### src/rtl/music_box_pkg.sv
// Shared types and constants for the music box play states.
// Tone-word layout helpers and the play-song FSM encoding.
package music_box_pkg;

  typedef enum logic [2:0] {
    S_IDLE  = 3'd0,
    S_FETCH = 3'd1,
    S_LOAD  = 3'd2,
    S_PLAY  = 3'd3,
    S_GAP   = 3'd4,
    S_DONE  = 3'd5
  } play_state_t;

  // Note word is {end_flag, tone, duration}, duration in the LSBs.
  localparam int DUR_LSB   = 0;
  localparam int REST_TONE = 0;

  function automatic int tone_lsb(input int dur_w);
    return DUR_LSB + dur_w;
  endfunction

  function automatic int end_bit(input int tone_w, input int dur_w);
    return tone_lsb(dur_w) + tone_w;
  endfunction

endpackage

### src/rtl/tick_prescaler.sv
// Free-running tick divider with hold (enable) and restart (clear).
// tick pulses on the last enabled cycle of each TICK_DIV period.
module tick_prescaler #(
  parameter  int TICK_DIV = 500000,
  localparam int CNT_W    = (TICK_DIV > 1) ? $clog2(TICK_DIV) : 1
) (
  input  logic             clk,
  input  logic             reset,
  input  logic             clear,
  input  logic             enable,
  output logic             tick,
  output logic [CNT_W-1:0] count
);

  assign tick = enable && (count == CNT_W'(TICK_DIV - 1));

  // Count while enabled, wrap on tick, restart on clear.
  always_ff @(posedge clk) begin
    if (reset || clear) begin
      count <= '0;
    end else if (enable) begin
      count <= tick ? '0 : count + CNT_W'(1);
    end
  end

endmodule

### src/rtl/music_box_state_play_song.sv
// Song player state: walks a note ROM and drives the tone synthesiser.
// Supports song select, pause, looping and a rest gap between notes.
module music_box_state_play_song
  import music_box_pkg::*;
#(
  parameter  int STATE_ID    = 1,
  parameter  int NUM_SONGS   = 4,
  parameter  int NOTE_ADDR_W = 8,
  parameter  int TONE_W      = 6,
  parameter  int DUR_W       = 8,
  parameter  int TICK_DIV    = 500000,
  parameter  int GAP_TICKS   = 2,
  localparam int SONG_W      = $clog2(NUM_SONGS),
  localparam int WORD_W      = 1 + TONE_W + DUR_W
) (
  input  logic                          clock_50Mhz,
  input  logic                          reset,
  input  logic [4:0]                    currentState,
  input  logic [SONG_W-1:0]             songSelect,
  input  logic                          loopEnable,
  input  logic                          pause,
  output logic [SONG_W+NOTE_ADDR_W-1:0] noteAddr,
  input  logic [WORD_W-1:0]             noteData,
  output logic [TONE_W-1:0]             toneIndex,
  output logic                          toneValid,
  output logic [NOTE_ADDR_W-1:0]        noteIdx,
  output logic [31:0]                   debugString,
  output logic                          stateComplete
);

  localparam int TONE_LSB = tone_lsb(DUR_W);
  localparam int END_BIT  = end_bit(TONE_W, DUR_W);
  localparam int GAP_W    = (GAP_TICKS > 0) ? $clog2(GAP_TICKS + 1) : 1;
  localparam int CNT_W    = (TICK_DIV > 1) ? $clog2(TICK_DIV) : 1;

  play_state_t          state_q;
  logic [SONG_W-1:0]    song_q;
  logic [NOTE_ADDR_W-1:0] idx_q;
  logic [TONE_W-1:0]    tone_q;
  logic                 tone_on_q;
  logic                 done_q;
  logic [DUR_W-1:0]     dur_q;
  logic [GAP_W-1:0]     gap_q;

  logic                 w_end;
  logic [TONE_W-1:0]    w_tone;
  logic [DUR_W-1:0]     w_dur;

  logic                 active;
  logic                 timed;
  logic                 run;
  logic                 tick;
  logic [CNT_W-1:0]     tick_cnt;
  logic                 last_idx;
  logic                 seq_adv;
  logic                 seq_end;

  assign w_end  = noteData[END_BIT];
  assign w_tone = noteData[TONE_LSB +: TONE_W];
  assign w_dur  = noteData[DUR_LSB +: DUR_W];

  assign active   = (currentState == 5'(STATE_ID));
  assign timed    = (state_q == S_PLAY) || (state_q == S_GAP);
  assign run      = active && timed && !pause;
  assign last_idx = &idx_q;

  tick_prescaler #(
    .TICK_DIV (TICK_DIV)
  ) u_tick (
    .clk    (clock_50Mhz),
    .reset  (reset),
    .clear  (!timed),
    .enable (run),
    .tick   (tick),
    .count  (tick_cnt)
  );

  // Decide when the current note is finished and whether the song ends.
  always_comb begin
    seq_adv = 1'b0;
    seq_end = 1'b0;
    unique case (state_q)
      S_LOAD: begin
        seq_end = w_end;
        seq_adv = !w_end && (w_dur == '0);
      end
      S_PLAY: begin
        seq_adv = (GAP_TICKS == 0) && tick &&
                  (dur_q == DUR_W'(1));
      end
      S_GAP: begin
        seq_adv = tick && (gap_q == GAP_W'(1));
      end
      default: begin
        seq_adv = 1'b0;
      end
    endcase
    if (seq_adv && last_idx) begin
      seq_end = 1'b1;
    end
  end

  // Player FSM: fetch, decode, play, gap, then advance, loop or finish.
  always_ff @(posedge clock_50Mhz) begin
    if (reset) begin
      state_q   <= S_IDLE;
      song_q    <= '0;
      idx_q     <= '0;
      tone_q    <= '0;
      tone_on_q <= 1'b0;
      done_q    <= 1'b0;
      dur_q     <= '0;
      gap_q     <= '0;
    end else if (state_q != S_IDLE && !active) begin
      state_q   <= S_IDLE;
      idx_q     <= '0;
      tone_q    <= TONE_W'(REST_TONE);
      tone_on_q <= 1'b0;
      done_q    <= 1'b0;
      dur_q     <= '0;
      gap_q     <= '0;
    end else begin
      unique case (state_q)
        S_IDLE: begin
          if (active) begin
            song_q  <= songSelect;
            idx_q   <= '0;
            done_q  <= 1'b0;
            state_q <= S_FETCH;
          end
        end
        S_FETCH: begin
          state_q <= S_LOAD;
        end
        S_LOAD: begin
          if (!w_end && w_dur != '0) begin
            tone_q    <= w_tone;
            tone_on_q <= (w_tone != TONE_W'(REST_TONE));
            dur_q     <= w_dur;
            state_q   <= S_PLAY;
          end
        end
        S_PLAY: begin
          if (tick) begin
            if (dur_q == DUR_W'(1)) begin
              tone_on_q <= 1'b0;
              dur_q     <= '0;
              if (GAP_TICKS != 0) begin
                gap_q   <= GAP_W'(GAP_TICKS);
                state_q <= S_GAP;
              end
            end else begin
              dur_q <= dur_q - DUR_W'(1);
            end
          end
        end
        S_GAP: begin
          if (tick) begin
            gap_q <= gap_q - GAP_W'(1);
          end
        end
        S_DONE: begin
          done_q <= 1'b1;
        end
        default: begin
          state_q <= S_IDLE;
        end
      endcase
      if (seq_end) begin
        if (loopEnable) begin
          song_q  <= songSelect;
          idx_q   <= '0;
          state_q <= S_FETCH;
        end else begin
          done_q  <= 1'b1;
          state_q <= S_DONE;
        end
      end else if (seq_adv) begin
        idx_q   <= idx_q + NOTE_ADDR_W'(1);
        state_q <= S_FETCH;
      end
    end
  end

  assign noteAddr      = {song_q, idx_q};
  assign toneIndex     = tone_q;
  assign toneValid     = tone_on_q && !pause;
  assign noteIdx       = idx_q;
  assign stateComplete = done_q;

  // Debug word: state, note index, prescaler count.
  always_comb begin
    debugString = {3'b000, state_q, 2'b00,
                   8'(idx_q), 16'(tick_cnt)};
  end

endmodule

### config.mk
export PLATFORM = sky130hd
export DESIGN_NAME = music_box_state_play_song
export DESIGN_NICKNAME = d
export VERILOG_FILES = /design/src/rtl/music_box_pkg.sv /design/src/rtl/tick_prescaler.sv /design/src/rtl/music_box_state_play_song.sv
export SDC_FILE = /design/constraint.sdc
export NUM_CORES = 1
export LEC_CHECK = 0
export ABC_AREA = 1
export CORE_MARGIN = 2
export CORE_UTILIZATION = 45
export CTS_CLUSTER_DIAMETER = 40
export CTS_CLUSTER_SIZE = 40
export DETAILED_ROUTE_END_ITERATION = 12
export PLACE_DENSITY = 0.78
export SYNTH_ARGS = -nofsm -noshare
export SYNTH_HDL_FRONTEND = slang
export SYNTH_HIERARCHICAL = 1
export SYNTH_SLANG_ARGS = --single-unit
### constraint.sdc
create_clock -name clock_50Mhz -period 2.3 [get_ports clock_50Mhz]
set_input_delay 0.575 -clock clock_50Mhz [delete_from_list [all_inputs] [get_ports clock_50Mhz]]
set_output_delay 0.575 -clock clock_50Mhz [all_outputs]
set_load 0.05 [all_outputs]
======== Word level (Yosys, flattened, before mapping) ========
Cells that the tools add are included.
operators by class
  $add $sub $neg .......................... 4
  eq/ne operators ......................... 18
  mux-type cells .......................... 37
  reduce and logical (&&, ||, !) cells .... 30
operators with widths
  kind                                                                count
  8-bit two-way mux                                                   8
  3-bit two-way mux                                                   7
  19-bit by 1-bit adder with 19-bit output, second input constant     1
  19-bit == test, second input constant                               1
  19-bit two-way mux                                                  1
  8-bit case mux with 2 select lines                                  1
  3-bit case mux with 5 select lines                                  1
  2-bit two-way mux                                                   7
  4-bit != test, second input constant                                3
  1-bit logical AND                                                   9
  8-bit by 1-bit adder with 8-bit output, second input constant       1
  8-bit by 1-bit == test with 1-bit output, second input constant     1
  8-bit logical NOT                                                   1
  1-bit two-way mux                                                   8
  4-bit AND reduction                                                 2
  8-bit AND reduction                                                 1
  8-bit nonzero test                                                  1
  8-bit by 1-bit subtractor with 8-bit output, second input constant  1
  3-bit by 2-bit == test with 1-bit output, second input constant     2
  3-bit == test, second input constant                                2
  2-bit != test, second input constant                                3
  1-bit case mux with 2 select lines                                  3
  6-bit nonzero test                                                  1
  5-bit by 1-bit == test with 1-bit output, second input constant     1
  16 further kinds                                                    22
word-level totals
  register bits after elaboration ......... 50
  input port bits ......................... 26
  output and inout bits ................... 58
  logic and storage cells ................. 98

======== Longest topological paths before layout ========
  depth in word-level cells ............... 11
  depth in mapped cells ................... 17
  gate-level depth less buffers ........... 16

======== Cells and area by module ========
Netlist, hierarchy kept.
by module, submodules not included
  module                     times used  cells each  area each (um^2)  seq. area each (um^2)
  music_box_state_play_song  1           307         2,124.5           620.6
  tick_prescaler             1           155         1,096.1           380.4

======== Worst setup path before layout ========
OpenSTA, ideal clock, no wires.
  kind .................................... reg-to-reg
  from .................................... reg state_q[1]
  to ...................................... reg idx_q[2], in the netlist noteIdx[2]
  setup time .............................. 118 ps
  arrival ................................. 2,550 ps
  required time ........................... 2,182 ps
  setup slack ............................. -368 ps
  cell stages (with the launch flop) ...... 17
  buffers on the path ..................... 1
  clock period less this slack ............ 2,668 ps
  path through ............................ dfxtp_1 nand2_1 nor2_4 nor2_1 nor3_1 buf_6 nand2_1 nor2_1 nand3_2 nor2_4 nand3_2 nand3_4 nand2_4 o21ai_2 nand2_1 nand2_1 nor2_2
between the ends
  cells in the longest elaborated chain, start to end .. 10
  elaborated cells between the ends (all ways) .. 20
  those cells by class .................... eq/ne (3); mux (7); reduce/logical (10)
RTL lines
  element                                                                           RTL line                          RTL
  start, declared                                                                   music_box_state_play_song.sv:36   play_state_t state_q;
  start signal, assigned                                                            music_box_state_play_song.sv:106  state_q <= S_IDLE;
  start signal, assigned                                                            music_box_state_play_song.sv:115  state_q <= S_IDLE;
  start signal, assigned                                                            music_box_state_play_song.sv:129  state_q <= S_FETCH;
  3-bit by 2-bit == test with 1-bit output / 3-bit == test (equally long branches)  music_box_state_play_song.sv:63   assign timed = (state_q == S_PLAY) || (state_q == S_GAP);
  1-bit logical OR *                                                                music_box_state_play_song.sv:63
  1-bit logical AND * (2 in a row)                                                  music_box_state_play_song.sv:64   assign run = active && timed && !pause;
  via run                                                                           music_box_state_play_song.sv:51   logic run;
  1-bit logical AND *                                                               tick_prescaler.sv:15              assign tick = enable && (count == CNT_W'(TICK_DIV - 1));
  via tick                                                                          music_box_state_play_song.sv:52   logic tick;
  1-bit logical AND *                                                               music_box_state_play_song.sv:92   seq_adv = tick && (gap_q == GAP_W'(1));
  1-bit case mux with 2 select lines *                                              music_box_state_play_song.sv:82   unique case (state_q)
  1-bit logical AND                                                                 music_box_state_play_song.sv:98   if (seq_adv && last_idx) begin
  1-bit two-way mux                                                                 music_box_state_play_song.sv:98
  8-bit two-way mux *                                                               music_box_state_play_song.sv:169  if (seq_end) begin
  end signal, assigned                                                              music_box_state_play_song.sv:179  idx_q <= idx_q + NOTE_ADDR_W'(1);
  end, declared                                                                     music_box_state_play_song.sv:38   logic [NOTE_ADDR_W-1:0] idx_q;
The timed path passes the listed nets; every way through them passes the cells marked *.
A chain may end at the register's enable or synchronous reset.

======== Final worst setup path ========
  from .................................... reg idx_q[2], in the netlist noteIdx[2]
  to ...................................... out noteAddr[2]
RTL lines
  element        RTL line                         RTL
  end, declared  music_box_state_play_song.sv:22  output logic [SONG_W+NOTE_ADDR_W-1:0] noteAddr,
No word-level cell between the ends.

==> flow_summary.toml <==
[status]
status = "complete, no violations"

[clock_network]
root_buffer = "clkbuf_8"
cts.path.max_buffers = 2
clk_latency_ns = 0.31
cts_buffers = 5
clk_pin_slew_ns = 0.09
htree_num_levels = 2
numClockSinks = 50
tritoncts = "built"

[run]
reported_max_cap_violation_count = 0

[synthesis]
simple_gate_portion_of_the_synthesized_area_pct = 39.4
synth_area_leaders = "dfxtp_1 31%, nand2_1 13%, a21oi_1 6.4%, nor2_1 6.3%, buf_4 4.9%"
yosysWarnings = 6
synth_compound_area_share_pct = 12.4
synthAdderAreaFrac_pct = 1.94
synth_largest_type_area_fraction_pct = 31.1
synth_largest_area_cell = "dfxtp_1"
synth_seq_area_share_pct = 31.1
ys_ff_latch = 50
number_of_unique_standard_cell_types_used_by_synthesis = 35
post_synth_mux_area_share_pct = 0
synth_area_in_xor_xnor_pct = 3.26
post_synth_instance_area_sq_um = 3220
combinational_family_with_the_most_area_after_synthesis = "simple AND/OR/NAND/NOR gates"
syn_inst = 462
syn_avg_cell_area_sq_um = 6.97

[power]
cellInternalPower_w = 0.00154
power_switching_w = 0.000967
power.static_leakage_nw = 1.69
power.density_nw_per_um2 = 578
netSwitchingFraction_pct = 38.6
power.ir.vdd_worst_mv = 0.356
seqPwrFrac_pct = 38.8
power_frac_comb_pct = 38.0
power_frac_clock_pct = 23.1

[setup_path]
critPathCaptureType = "primary output"
setup.worst_path.start_class = "flop"
cp.required_ns = 1.73
timing.critical_path.slowest_cell_delay_ns = 0.86
crit_family = "buffers and inverters"
critical_path_cell_count = 1
crit_path_cell_trace = "clkdlybuf4s50_1"
timing.setup.critical_path_class = "reg2out"
critical_path.max_fanout = 7
worst-r2r-cell-count = 16
worstPathArrival_ns = 1.64
crit_path_top_delay_cell = "clkdlybuf4s50_1"
cp_num_buf_inv = 1

[final_layout]
layout.filler_cells = 590
post_route_cells_drive_above_1_share_pct = 19.4
finish.instance_area_sq_um = 4330
final_core_utilization_pct = 63.1
fin_nets = 582
syn2layout_area_growth_pct = 34.6
n_antenna_cell = 0

[global_route]
grt_max_degree = 16
global_route_wire_length_before_repair_um = 13900
grt_pass1_vias = 3101
antenna_violations_before_repair = 0
grt.total_usage_pct = 22.0
globalRouteOverflowTotal = 0

[routing]
routed-via-count = 3250
drt_pass1_iterations = 4
wl_per_cell_um = 12.8
detailedRoute.firstIterationViolations = 199
drc = 0
postRouteAntennaNets = 0
post_drt_via_cell_ratio = 5.02
routed_wirelength_um = 8300

[floorplan]
placement_rows = 30
area_enclosed_by_the_die_boundary_sq_um = 7850
die_width_um = 88.6
core_sq_um = 6870
die_h_um = 88.6
io_pins = 84
initial_utilization_pct = 46.9

[hold_path]
min-delay-path-class = "reg2reg"
worstHoldPathCells = 2

[sta]
final_hold_viol_count = 0
worst-slew-pin-transition_ns = 0.542
setup-tns-final_ns = 0
fin_skew_ns = 0.00694
finalMaxSlewViolations = 0
max_freq_ghz = 0.451
period_needed_ns = 2.22
setup_viol = 0
final_min_period_over_clock_period_pct = 96.4
slew_hr_pct = 63.8

[placement]
gpl_congestion = 0.905
place_hpwl_um = 6230
number_of_buffers_inserted_by_port_buffering = 78
postPlaceCellArea_sq_um = 4120
synthesized netlist by cell type (all sizes together):
library cell  instances
nor3                  9
a22oi                 4
a31oi                 1
buf                  24
xnor2                 1
nand2               118
nand3b                3
nor2                 76
nand3                33
conb                  1
ha                    5
a21oi                42
or2                   1
o21ai                22
dfxtp                50
nand4                 9
xor2                 11
nor4                  1
inv                  51
per-stage QoR:
stage | setup slack [ns] | hold WS (ns) | total power (W) | cells
after floorplan | -0.00306 | 0.437 | 0.00164 | 466
after global placement | -0.365 | 0.451 | 0.00186 | 632
after detailed placement | -0.457 | 0.455 | 0.00188 | 632
after CTS | 0.0270 | 0.470 | 0.00248 | 645
after global routing | -0.0163 | 0.492 | 0.00265 | 648
final | 0.0817 | 0.467 | 0.00251 | 648
cells by family after synthesis:
family | Yosys count
AOI/OAI and AO/OA | 69
DFF | 50
other | 1
xor gates and xnor gates | 12
adders and majority gates | 5
and+or+nand+nor | 250
buffers and inverters | 75
layer usage:
layer  track usage, %  share of wire [%]  up-vias
met3             3.82                4.0       12
met2             39.0                 50       94
met1             27.2                 44     1498
met5                0                  0        -
met4             7.02                1.5        0
li1                 -                  -     1646
timing repair:
item                       CTS  global route
pin swaps                    7            13
setup endpoints to repair   21            25
gates resized for setup      3            14
buffers inserted             5             3
hold buffers                 0             0
power groups by stage:
stage	registers, W	logic, W	clock network, W
3_5_place_dp	0.000990	0.000891	0
6_report	0.000974	0.000953	0.000580
4_1_cts	0.000970	0.000912	0.000592
2_1_floorplan	0.00108	0.000562	0
5_1_grt	0.000981	0.00104	0.000627
3_3_place_gp	0.000988	0.000872	0
flip-flops by register name, indices dropped and copies added (netlist names):
register / cells
stateComplete: 1
song_q: 2
gap_q: 2
dur_q: 8
u_tick/count: 19
toneIndex: 6
tone_on_q: 1
state_q: 3
noteIdx: 8
worst register-to-register path: cells and delay by family (launching register included):
| kind | cells | cell delay, ns |
|---|---|---|
| flops | 1 | 0.38 |
| simple gates | 15 | 1.59 |
| buf+inv | 1 | 0.08 |
cells in the final DEF, fill, tap and decap left out, drive strengths merged:
cell type | netlist | routed
dlymetal6s2s | 0 | 4
xor2 | 11 | 11
dlygate4sd2 | 0 | 1
ha | 5 | 5
a21oi | 42 | 42
clkbuf | 0 | 7
o21ai | 22 | 22
nor4 | 1 | 1
nor2 | 76 | 76
clkdlybuf4s50 | 0 | 71
a22oi | 4 | 4
nand3 | 33 | 33
nand4 | 9 | 9
or2 | 1 | 1
inv | 51 | 51
dfxtp | 50 | 50
xnor2 | 1 | 1
nand3b | 3 | 3
clkinv | 0 | 2
conb | 1 | 5
a31oi | 1 | 1
buf | 24 | 25
nor3 | 9 | 9
nand2 | 118 | 118
final timing paths:
check	slack, ns	to	startpoint
max	0.08	noteAddr[2]	noteIdx[2]$_SDFF_PP0_
min	0.47	toneIndex[5]$_SDFFE_PP0P_	toneIndex[5]$_SDFFE_PP0P_
max reg2reg	0.16	song_q[0]$_SDFFE_PP0N_	state_q[1]$_SDFFE_PP0P_
min reg2reg	0.47	toneIndex[5]$_SDFFE_PP0P_	toneIndex[5]$_SDFFE_PP0P_
area by class of cell:
type | instances | area (sq um) | share of cell area [%]
Clock inverter | 2 | 10.0 | 0.231
Clock buffer | 6 | 93.8 | 2.17
Timing Repair Buffer | 102 | 991 | 22.9
Multi-Input combinational cell | 341 | 1900 | 43.9
Sequential cell | 50 | 1010 | 23.4
Inverter | 51 | 204 | 4.71
Tap cell | 96 | 120 | 2.77
Power figures use the tool's default switching activity.
